## config.mk

```make
export PLATFORM = sky130hd
export DESIGN_NAME = xadc
export DESIGN_NICKNAME = d
export VERILOG_FILES = /design/src/rtl/xadc.sv
export SDC_FILE = /design/constraint.sdc
export NUM_CORES = 1
export LEC_CHECK = 0
export ABC_AREA = 1
export CAP_MARGIN = 25
export CORE_ASPECT_RATIO = 1.5
export CORE_MARGIN = 2
export CORE_UTILIZATION = 45
export CTS_BUF_LIST = sky130_fd_sc_hd__clkbuf_4
export CTS_CLUSTER_DIAMETER = 200
export DETAILED_ROUTE_END_ITERATION = 6
export GPL_ROUTABILITY_DRIVEN = 0
export PLACE_DENSITY = 0.67
export SYNTH_ARGS = -nofsm -noshare
export SYNTH_HDL_FRONTEND = slang
export SYNTH_SLANG_ARGS = --single-unit
```

## constraint.sdc

```tcl
create_clock -name AdcClk -period 2.6 [get_ports AdcClk]
set_input_delay 0.52 -clock AdcClk [delete_from_list [all_inputs] [get_ports AdcClk]]
set_output_delay 0.52 -clock AdcClk [all_outputs]
set_load 0.01 [all_outputs]
```

## src/rtl/xadc.sv

```systemverilog
`default_nettype none
// ============================================================================
// Module      : xadc
// Description : Behavioural 12-bit SAR ADC. It resolves an internal sample
//               MSB-first, one bit per clock, and ends with an EOC strobe.
// Revision    : 1.0 - initial release
// ============================================================================
module xadc #(
    parameter int          ACQ_CYCLES  = 4,
    parameter logic [11:0] INIT_SAMPLE = 12'h800,
    parameter logic [11:0] SAMPLE_STEP = 12'h011
) (
    input  logic        AdcClk,
    input  logic        AdcRst,
    input  logic        AdcSoc,
    output logic        AdcEoc,
    output logic [11:0] AdcData,
    output logic        AdcBusy
);

    localparam logic [7:0] c_ACQ_LOAD = 8'(ACQ_CYCLES - 1);

    typedef enum logic [1:0] {
        IDLE = 2'd0,
        ACQ  = 2'd1,
        CONV = 2'd2
    } state_t;

    state_t      r_state;
    logic [11:0] r_sampleSrc;
    logic [11:0] r_holdVal;
    logic [11:0] r_result;
    logic [7:0]  r_acqCnt;
    logic [3:0]  r_bitIdx;

    logic [11:0] w_trial;
    logic [11:0] w_nextResult;

    // One comparator step: keep the trial bit if the held sample covers it.
    assign w_trial      = r_result | (12'd1 << r_bitIdx);
    assign w_nextResult = (r_holdVal >= w_trial) ? w_trial : r_result;

    always_ff @(posedge AdcClk) begin
        if (AdcRst) begin
            r_state     <= IDLE;
            r_sampleSrc <= INIT_SAMPLE;
            r_holdVal   <= 12'h000;
            r_result    <= 12'h000;
            r_acqCnt    <= 8'd0;
            r_bitIdx    <= 4'd0;
            AdcData     <= 12'h000;
            AdcEoc      <= 1'b0;
            AdcBusy     <= 1'b0;
        end else begin
            AdcEoc <= 1'b0;
            case (r_state)
                IDLE: begin
                    if (AdcSoc) begin
                        r_holdVal   <= r_sampleSrc;
                        r_sampleSrc <= r_sampleSrc + SAMPLE_STEP;
                        r_acqCnt    <= c_ACQ_LOAD;
                        AdcBusy     <= 1'b1;
                        r_state     <= ACQ;
                    end
                end
                ACQ: begin
                    if (r_acqCnt == 8'd0) begin
                        r_bitIdx <= 4'd11;
                        r_result <= 12'h000;
                        r_state  <= CONV;
                    end else begin
                        r_acqCnt <= r_acqCnt - 8'd1;
                    end
                end
                CONV: begin
                    r_result <= w_nextResult;
                    if (r_bitIdx == 4'd0) begin
                        AdcData <= w_nextResult;
                        AdcEoc  <= 1'b1;
                        AdcBusy <= 1'b0;
                        r_state <= IDLE;
                    end else begin
                        r_bitIdx <= r_bitIdx - 4'd1;
                    end
                end
                default: begin
                    AdcBusy <= 1'b0;
                    r_state <= IDLE;
                end
            endcase
        end
    end

endmodule
`default_nettype wire

```

==> results.md, run 1 <==
* Largest net degree at the start of global routing at 48
* Clk root buf: clkbuf_4
* Main synth FF type: dfxtp_1
* Num rows at 37
* Antenna viol nets, final at 0
* Number of global-route vias before repair at 2671
* Worst-margin pin slew at 0.506 ns
* # IOs at 17
* Tot GR Track Use at 0.199
* Synth Instances at 445
* Most frequent cells in the layout: nand2_1 (80), dfxtp_1 (64), inv_1 (55), nor2_1 (44), a21oi_1 (44)
* Worst path bufs/invs at 3
* CP arrival at 2.73 ns
* Port-buffer cells at 16
* Vias at 2879
* Crit path cell chain: inv_1 -> ha_1 -> nand2_1 -> o21ai_0 -> inv_1 -> ha_1 -> nand2_1 -> nor2_1 -> nand2_1 -> nor2_1 -> nor2_1 -> buf_4 -> nand3_1 -> nand2_1 -> a21oi_1
* Area taken by multi-input logic gates at 1590 um^2
* First-pass GRT wire length at 12000 um
* DP HPWL at 5100 um
* Clock edge transition at the registers on the reported setup and hold paths at 0.11 ns
* Iter 0 DRT Violations at 135
* CP startpoint kind: flop
* Crit Path Max Fanout at 11
* Mapped Area at 3190 um^2
* Worst-Skew Late Latency at 0.39 ns
* Initial cell density of the core at 0.465
* CP dominant cell by count: nand2_1
* Die width at 72.7 um
* CP delay by family, top: simple AND/OR/NAND/NOR gates
* Final worst path period need at 2.40 ns
* Setup bufs post-CTS at 0
* Final Hold Fails at 0
* Total CTS buffers at 9
* Slew headroom at 0.662
* Number of synthesized flops with an enable pin at 0
* Lkg Pwr at 1.51 nW
* DRT Pass-1 Iters at 4
* Sink Count at 64
* Clock skew at 0.0107 ns
* Initial antenna violation count at 1
* CP Capture Type: flop
* Final WL at 7080 um
* P per Cell Area at 710 nW/um^2
* Final Setup Violations at 0
* Drt drc at 0
* Proportion of layout cells with a drive suffix above 1 at 0.0942
* Core area at 6850 um^2
* Mean Syn Cell Area at 7.16 um^2
* Outcome: complete, no violations
* Flip-flop and latch area at 1280 um^2
* Die H at 107 um
* H-tree depth at 3
* Yosys cell types at 30
* Design area at 3550 um^2
* Fill count at 693
* Tcrit/Tclk final at 0.923
* Layout area overhead at 11.4%
* Maximum root-to-sink buffer count at 2
* Maxcap violations at 0
* Seq/Total Area, Yosys at 0.402
* Post-synth ARST share at 0
* Die ar. at 7780 um^2
* HP Class: reg2reg
* CP Class: reg2reg
* Fin Setup TNS at 0 ns
* Dpl cell area at 3400 um^2
* Synth Net Count at 468
* Fmax at 417 MHz
* Commonest non-fill, non-tap cell in the layout: nand2_1
* Synthesized flop and latch total at 64
* Drt via density at 5.27
* DR WL/cell at 13.0 um
* Worst VDD drop at 0.326 mV
* Pre-CTS setup slack at 0.0659 ns
* Critical path's slowest cell: dfxtp_1
* Final WS setup at 0.200 ns
* Net count, final at 485
* Max Slew Vio Count at 0
* Max incr delay on CP at 0.36 ns
* Ys Warns at 0
* RSZ-0062 raised after global routing: false
* TritonCTS clock tree: built
* Req. time, crit path at 2.93 ns
* Gr ovfl total at 0
[tightest hold or removal path: cells and delay by family, from the launching register on]
family | cells | cell delay (ns)
DFF | 1 | 0.33
and+or+nand+nor | 1 | 0.06
AOI/OAI and AO/OA | 1 | 0.05
[what timing repair did]
| item | CTS | global route |
|---|---|---|
| endpoints found under the setup margin | 0 | 23 |
| hold buffers | 0 | 0 |
| resized for setup | 0 | 9 |
[worst paths after layout]
check,depth (start not counted),startpoint,to,slack [ns]
worst max-delay path,15,r_bitIdx[1],AdcData[2],0.20
worst min-delay path,2,AdcData[8],AdcData[8],0.47
worst min register to register,2,AdcData[8],AdcData[8],0.47
worst max register to register,15,r_bitIdx[1],AdcData[2],0.20
[kinds of logic after synthesis]
family | after synthesis | share of synthesized area
adders and majority gates | 20 | 0.0786
and+or+nand+nor | 173 | 0.236
xor gates and xnor gates | 6 | 0.0165
AOI/OAI and AO/OA | 100 | 0.163
buffers and inverters | 82 | 0.104
DFF | 64 | 0.402
[through the flow]
step / hold slack [ns] / util / std cells / total power [mW]
after global routing: 0.498 / 0.518 / 546 / 2.71
after floorplan: 0.436 / - / 445 / 1.68
after detailed placement: 0.456 / 0.496 / 528 / 1.86
after CTS: 0.474 / 0.515 / 544 / 2.52
final: 0.471 / 0.518 / 546 / 2.52
after global placement: 0.451 / 0.496 / 528 / 1.84
[metal layers]
metal	GRT usage	vias to the layer above	routed length, um
li1	-	1476	-
met1	0.207	1319	2950
met2	0.355	72	3700
met3	0.0489	12	244
met4	0.111	0	184
met5	0	-	0
[registers in the layout, indices dropped and copies added, names as in the netlist]
register     count
r_sampleSrc     12
r_holdVal       12
r_state          2
AdcData         12
r_result        12
r_acqCnt         8
AdcEoc           1
r_bitIdx         4
AdcBusy          1
[cell type report]
cell class	instances	area share
clock inverter	5	0.0134
timing repair buffer	21	0.0557
sequential	64	0.361
multi-input combinational	300	0.449
inverter	66	0.0698
clock buffer	11	0.0233
antenna	1	0.000705
tap	78	0.0275
[cells in the mapped netlist (all sizes together), types with 3 or more instances]
| library cell | number | area (um^2) |
|---|---|---|
| nor2 | 50 | 208 |
| nor3 | 3 | 15.0 |
| a21oi | 44 | 220 |
| nand2 | 84 | 328 |
| nand3 | 25 | 125 |
| buf | 12 | 67.6 |
| o21ai | 50 | 254 |
| clkbuf | 4 | 15.0 |
| dfxtp | 64 | 1280 |
| ha | 20 | 250 |
| xor2 | 6 | 52.6 |
| inv | 66 | 248 |
| nand4 | 6 | 37.5 |
[power breakdown]
part,leakage [nW],switching [mW],internal (mW)
logic,0.911,0.477,0.274
registers,0.521,0.0602,1.06
clock network,0.0757,0.344,0.306
total,1.51,0.881,1.64
No activity file was read; power rests on OpenSTA's default activity.
==> inputs of run 2 (changes only) <==
Settings changed: MAX_ROUTING_LAYER from default to met4.
==> run 2 against run 1 <==
Combinational power hardly changed. Flip-flop and latch count stayed put. Global-route usage is 0.55 points higher. Sequential power hardly changed. Clock-buffer cell count stayed put. Power is 0.18% higher. Core utilization stayed put. Non-clock buffer count stayed put. Critical path depth stayed put. Clock power hardly changed. First-iteration DRC count is 17% higher. Register-to-register slack hardly changed.
==> results.md, run 2 (synthesized netlist as in run 1, its figures left out) <==
* Worst path bufs/invs at 3 (unchanged)
* Design area at 3550 um^2 (unchanged)
* Clk root buf: clkbuf_4
* DP HPWL at 5100 um (unchanged)
* Commonest non-fill, non-tap cell in the layout: nand2_1
* Tcrit/Tclk final at 0.928 (+0.00471)
* Die H at 107 um (unchanged)
* Crit Path Max Fanout at 11 (unchanged)
* TritonCTS clock tree: built
* Setup bufs post-CTS at 0 (unchanged)
* Final Setup Violations at 0 (unchanged)
* Largest net degree at the start of global routing at 48 (unchanged)
* Core area at 6850 um^2 (unchanged)
* Outcome: complete, no violations
* Tot GR Track Use at 0.204 (+0.00549)
* Final worst path period need at 2.41 ns (+0.0123 ns)
* Reg2reg setup slack at 0.19 ns (about the same)
* Final Hold Fails at 0 (unchanged)
* Number of global-route vias before repair at 2674 (+0.11%)
* DR WL/cell at 13.0 um (unchanged)
* Proportion of layout cells with a drive suffix above 1 at 0.0942 (unchanged)
* HP Class: reg2reg
* First-pass GRT wire length at 12000 um (about the same)
* Clock skew at 0.0110 ns (+0.000330 ns)
* Fin Setup TNS at 0 ns (unchanged)
* Max incr delay on CP at 0.36 ns (about the same)
* Maxcap violations at 0 (unchanged)
* CP arrival at 2.75 ns (+0.02 ns)
* Iter 0 DRT Violations at 158 (+17%)
* Drt via density at 5.22 (-1.0%)
* CP Capture Type: flop
* Gr ovfl total at 0 (unchanged)
* Most frequent cells in the layout: nand2_1 (80), dfxtp_1 (64), inv_1 (55), nor2_1 (44), a21oi_1 (44)
* Critical path's slowest cell: dfxtp_1
* Vias at 2850 (-1.0%)
* Initial cell density of the core at 0.465 (unchanged)
* Crit path cell chain: inv_1 -> ha_1 -> nand2_1 -> o21ai_0 -> inv_1 -> ha_1 -> nand2_1 -> nor2_1 -> nand2_1 -> nor2_1 -> nor2_1 -> buf_4 -> nand3_1 -> nand2_1 -> a21oi_1
* Count of hold-fix buffers inserted at cts at 0 (unchanged)
* Final Core Density at 0.518 (unchanged)
* Antenna viol nets, final at 0 (unchanged)
* P per Cell Area at 711 nW/um^2 (+0.18%)
* Port-buffer cells at 16 (unchanged)
* CP dominant cell by count: nand2_1
* Req. time, crit path at 2.94 ns (about the same)
* Total power at 2.52 mW (+0.18%)
* Clock edge transition at the registers on the reported setup and hold paths at 0.11 ns (about the same)
* DRT Pass-1 Iters at 4 (unchanged)
* Die ar. at 7780 um^2 (unchanged)
* Fmax at 415 MHz (-0.51%)
* Sink Count at 64 (unchanged)
* CP startpoint kind: flop
* Net count, final at 485 (unchanged)
* Final WL at 7080 um (unchanged)
* RSZ-0062 raised after global routing: false
* Max Slew Vio Count at 0 (unchanged)
* Worst-margin pin slew at 0.502 ns (-0.00401 ns)
* Dpl cell area at 3400 um^2 (unchanged)
* Drt drc at 0 (unchanged)
* Maximum root-to-sink buffer count at 2 (unchanged)
* Worst-Skew Late Latency at 0.40 ns (about the same)
* # IOs at 17 (unchanged)
* H-tree depth at 3 (unchanged)
* Worst VDD drop at 0.326 mV (about the same)
* Total CTS buffers at 9 (unchanged)
* Slew headroom at 0.665 (+0.00268)
* Die width at 72.7 um (unchanged)
* CP Class: reg2reg
* CP delay by family, top: simple AND/OR/NAND/NOR gates
* Num rows at 37 (unchanged)
* Initial antenna violation count at 1 (unchanged)
* Layout area overhead at 11.4% (unchanged)
* Lkg Pwr at 1.51 nW (unchanged)
[run 2: per-stage QoR]
step	instances	hold slack (ns)	worst slack [ns]
2_1_floorplan	445	0.436	0.429
3_3_place_gp	528	0.451	0.151
3_5_place_dp	528	0.456	0.0659
4_1_cts	544	0.474	0.0428
5_1_grt	546	0.498	0.0411
6_report	546	0.471	0.188
[run 2: final timing paths]
| kind | start | to | cells past startpoint |
|---|---|---|---|
| max | r_bitIdx[1] | AdcData[2] | 15 |
| min | AdcData[8] | AdcData[8] | 2 |
| max reg2reg | r_bitIdx[1] | AdcData[2] | 15 |
| min reg2reg | AdcData[8] | AdcData[8] | 2 |
[run 2: power breakdown]
group | switching [mW] | total [mW] | internal (mW)
combinational | 0.478 | 0.752 | 0.274
sequential | 0.0600 | 1.12 | 1.06
clock | 0.348 | 0.654 | 0.306
[run 2: area by class of cell]
class | count | area, um^2
Multi-Input combinational cell | 300 | 1590
Timing Repair Buffer | 21 | 198
Sequential cell | 64 | 1280
Clock buffer | 11 | 82.6
Fill cell | 693 | 3300
Tap cell | 78 | 97.6
Clock inverter | 5 | 47.5
Inverter | 66 | 248
Antenna cell | 1 | 2.50
[run 2: worst reg2reg max path, stage by stage, from the launching register on]
cell	delay, ns
dfxtp_1	0.36
inv_1	0.13
ha_1	0.22
nand2_1	0.09
o21ai_0	0.22
inv_1	0.07
ha_1	0.30
nand2_1	0.05
nor2_1	0.12
nand2_1	0.10
nor2_1	0.12
nor2_1	0.07
buf_4	0.17
nand3_1	0.08
nand2_1	0.11
a21oi_1	0.14
[run 2: metal layers]
| metal | wire, um | track usage | vias up | part of all wire |
|---|---|---|---|---|
| met5 | 0 | - | - | 0 |
| met4 | 235 | 0.111 | 0 | 0.033 |
| met3 | 208 | 0.0489 | 18 | 0.029 |
| met2 | 3610 | 0.355 | 61 | 0.51 |
| met1 | 3020 | 0.207 | 1294 | 0.43 |
| li1 | - | - | 1477 | - |
[run 2: repair_timing]
item	in CTS	in global routing
endpoints found under the hold margin	0	0
endpoints found under the setup margin	0	23
gates resized for setup	0	9
==> inputs of run 3 (changes only) <==
Settings changed: CORE_UTILIZATION 45 to 25, PLACE_DENSITY 0.67 to 0.44, SKIP_LAST_GASP from default to 1.
==> run 3 against run 2 <==
Clock power down 17%. Clock skew is essentially flat. Critical path type unchanged. Combinational power is 2.8% higher. Final cell count rose by 14%. Flip-flop and latch count did not move. Critical path depth up 2. Maximum frequency rose by 1.7%. Die area increased by 76%. Register-to-register slack improved by 0.04 ns. Worst hold slack improved by 0.0035 ns.
==> results.md, run 3 (synthesized netlist as in run 1, its figures left out) <==
* Port-buffer cells at 16 (unchanged)
* Core area at 12400 um^2 (+82%)
* Outcome: complete, no violations
* Internal power at 1.55 mW (-5.6%)
* NetSw at 893 uW (+0.77%)
* Slew headroom at 0.638 (-0.0266)
* Worst-margin pin slew at 0.541 ns (+0.0398 ns)
* Sw Ratio at 0.366 (+0.0150)
* Crit Path Max Fanout at 11 (unchanged)
* Clock edge transition at the registers on the reported setup and hold paths at 0.10 ns (about the same)
* Sequential power share at 0.460 (+0.017)
* Commonest non-fill, non-tap cell in the layout: nand2_1
* Number of global-route vias before repair at 2625 (-1.8%)
* Num rows at 50 (+35%)
* Final Setup Violations at 0 (unchanged)
* Total CTS buffers at 9 (unchanged)
* Finished Layout Cells at 624 (+14%)
* Die ar. at 13700 um^2 (+76%)
* First-pass GRT wire length at 12800 um (+6.9%)
* Proportion of layout cells with a drive suffix above 1 at 0.105 (+0.0107)
* Final worst path period need at 2.37 ns (-0.0402 ns)
* Largest net degree at the start of global routing at 45 (-6.3%)
* Fill count at 1379 (+99%)
* DP HPWL at 5750 um (+13%)
* DR WL/cell at 12.4 um (-4.6%)
* CP arrival at 2.69 ns (-0.06 ns)
* Count of hold-fix buffers inserted at cts at 0 (unchanged)
* Maximum root-to-sink buffer count at 2 (unchanged)
* DRT Pass-1 Iters at 4 (unchanged)
* Lkg Pwr at 1.50 nW (-0.81%)
* CP Class: reg2reg
* HP Class: reg2reg
* Iter 0 DRT Violations at 79 (-50%)
* P per Cell Area at 670 nW/um^2 (-5.8%)
* Sink Count at 64 (unchanged)
* Clock skew at 0.0105 ns (-0.000462 ns)
* H-tree depth at 3 (unchanged)
* Initial cell density of the core at 0.256 (-0.209)
* Layout area overhead at 14.3%
* Drt drc at 0 (unchanged)
* Final WL at 7720 um (+9.0%)
* Net count, final at 487 (+0.41%)
* Fmax at 422 MHz (+1.7%)
* Final Hold Fails at 0 (unchanged)
* Die width at 96.2 um (+32%)
* # IOs at 17 (unchanged)
* Gr ovfl total at 0 (unchanged)
* Placed Cells at 607 (+15%)
* Clock Power Share at 0.223 (-0.036)
* CP startpoint kind: flop
* Tot GR Track Use at 0.126 (-0.0786)
* RSZ-0062 raised after global routing: false
* Req. time, crit path at 2.92 ns (-0.02 ns)
* Max Slew Vio Count at 0 (unchanged)
* Drt via density at 4.47 (-14%)
* TritonCTS clock tree: built
* Vias at 2788 (-2.2%)
* Initial antenna violation count at 1 (unchanged)
* CP Capture Type: flop
* Worst-Skew Late Latency at 0.42 ns (+0.02 ns)
* Die H at 142 um (+33%)
* Clk root buf: clkbuf_4
* Tcrit/Tclk final at 0.912 (-0.0154)
* Worst VDD drop at 0.158 mV (-52%)
* Final Core Density at 0.292 (-0.225)
* Power share of the combinational group at 0.317 (+0.019)
* Fin Setup TNS at 0 ns (unchanged)
* Most frequent cells in the layout: nand2_1 (80), dfxtp_1 (63), inv_1 (54), nor2_1 (43), a21oi_1 (42)
* Antenna viol nets, final at 0 (unchanged)
* Maxcap violations at 0 (unchanged)
-- run 3: cell types whose count changed in the layout (fill, tap and decap cells not counted), sizes merged --
cell    change
buf         +2
clkinv      -1
bufinv      -1
-- run 3: power groups by stage --
stage	Sequential (mW)	Combinational [mW]	Clock (mW)
finish	1.12	0.773	0.544
floorplan	1.13	0.544	0
global placement	1.14	0.729	0
detailed placement	1.14	0.735	0
CTS	1.12	0.744	0.572
global route	1.13	0.888	0.610
-- run 3: what timing repair did --
item	CTS	global route
resized for setup	2	15
setup endpoints to repair	23	23
pin swaps	0	4
buffers inserted	0	1
cloned	0	1
-- run 3: final cells by class --
class,count,area (um^2),area share
multi-input combinational,300,1600,0.441
sequential,64,1280,0.353
inverter,66,248,0.0680
timing repair buffer,23,213,0.0584
tap,156,195,0.0536
clock buffer,11,82.6,0.0227
clock inverter,3,11.3,0.00309
antenna,1,2.50,0.000687
-- run 3: final timing paths --
path / slack [ns] / to / start / cells after the start
setup / recovery: 0.23 / r_result[8] / r_bitIdx[0] / 17
setup reg to reg: 0.23 / r_result[8] / r_bitIdx[0] / 17
hold reg to reg: 0.47 / AdcData[8] / AdcData[8] / 2
hold / removal: 0.47 / AdcData[8] / AdcData[8] / 2
-- run 3: per-stage QoR --
stage,area [um^2],hold WS [ns],total power [mW],setup WS (ns)
3_5_place_dp,3500,0.465,1.88,-0.152
2_1_floorplan,3190,0.436,1.68,0.429
3_3_place_gp,3500,0.460,1.87,-0.129
5_1_grt,3640,0.506,2.63,0.00204
6_report,3640,0.474,2.44,0.228
4_1_cts,3600,0.481,2.44,0.00734
-- run 3: worst max-delay path, stage by stage, from the launching register on --
cell and delay (ns):
dfxtp_4 0.38, inv_2 0.08, ha_2 0.19, inv_1 0.05, nor2_2 0.14, inv_1 0.06
o21ai_2 0.14, inv_1 0.08, ha_1 0.27, nand2_1 0.08, nor2_2 0.04, nand2_1 0.10
nor2_1 0.06, nor2_1 0.10, buf_4 0.18, nand2_1 0.08, o21ai_0 0.17, nor2_1 0.06
-- run 3: metal layers --
layer  vias to the layer above  part of all wire  GRT usage
met5                         -                 0          -
met4                         0             0.025     0.0586
met3                        14             0.026     0.0275
met2                        40              0.52      0.217
met1                      1254              0.43      0.134
li1                       1480                 -          -
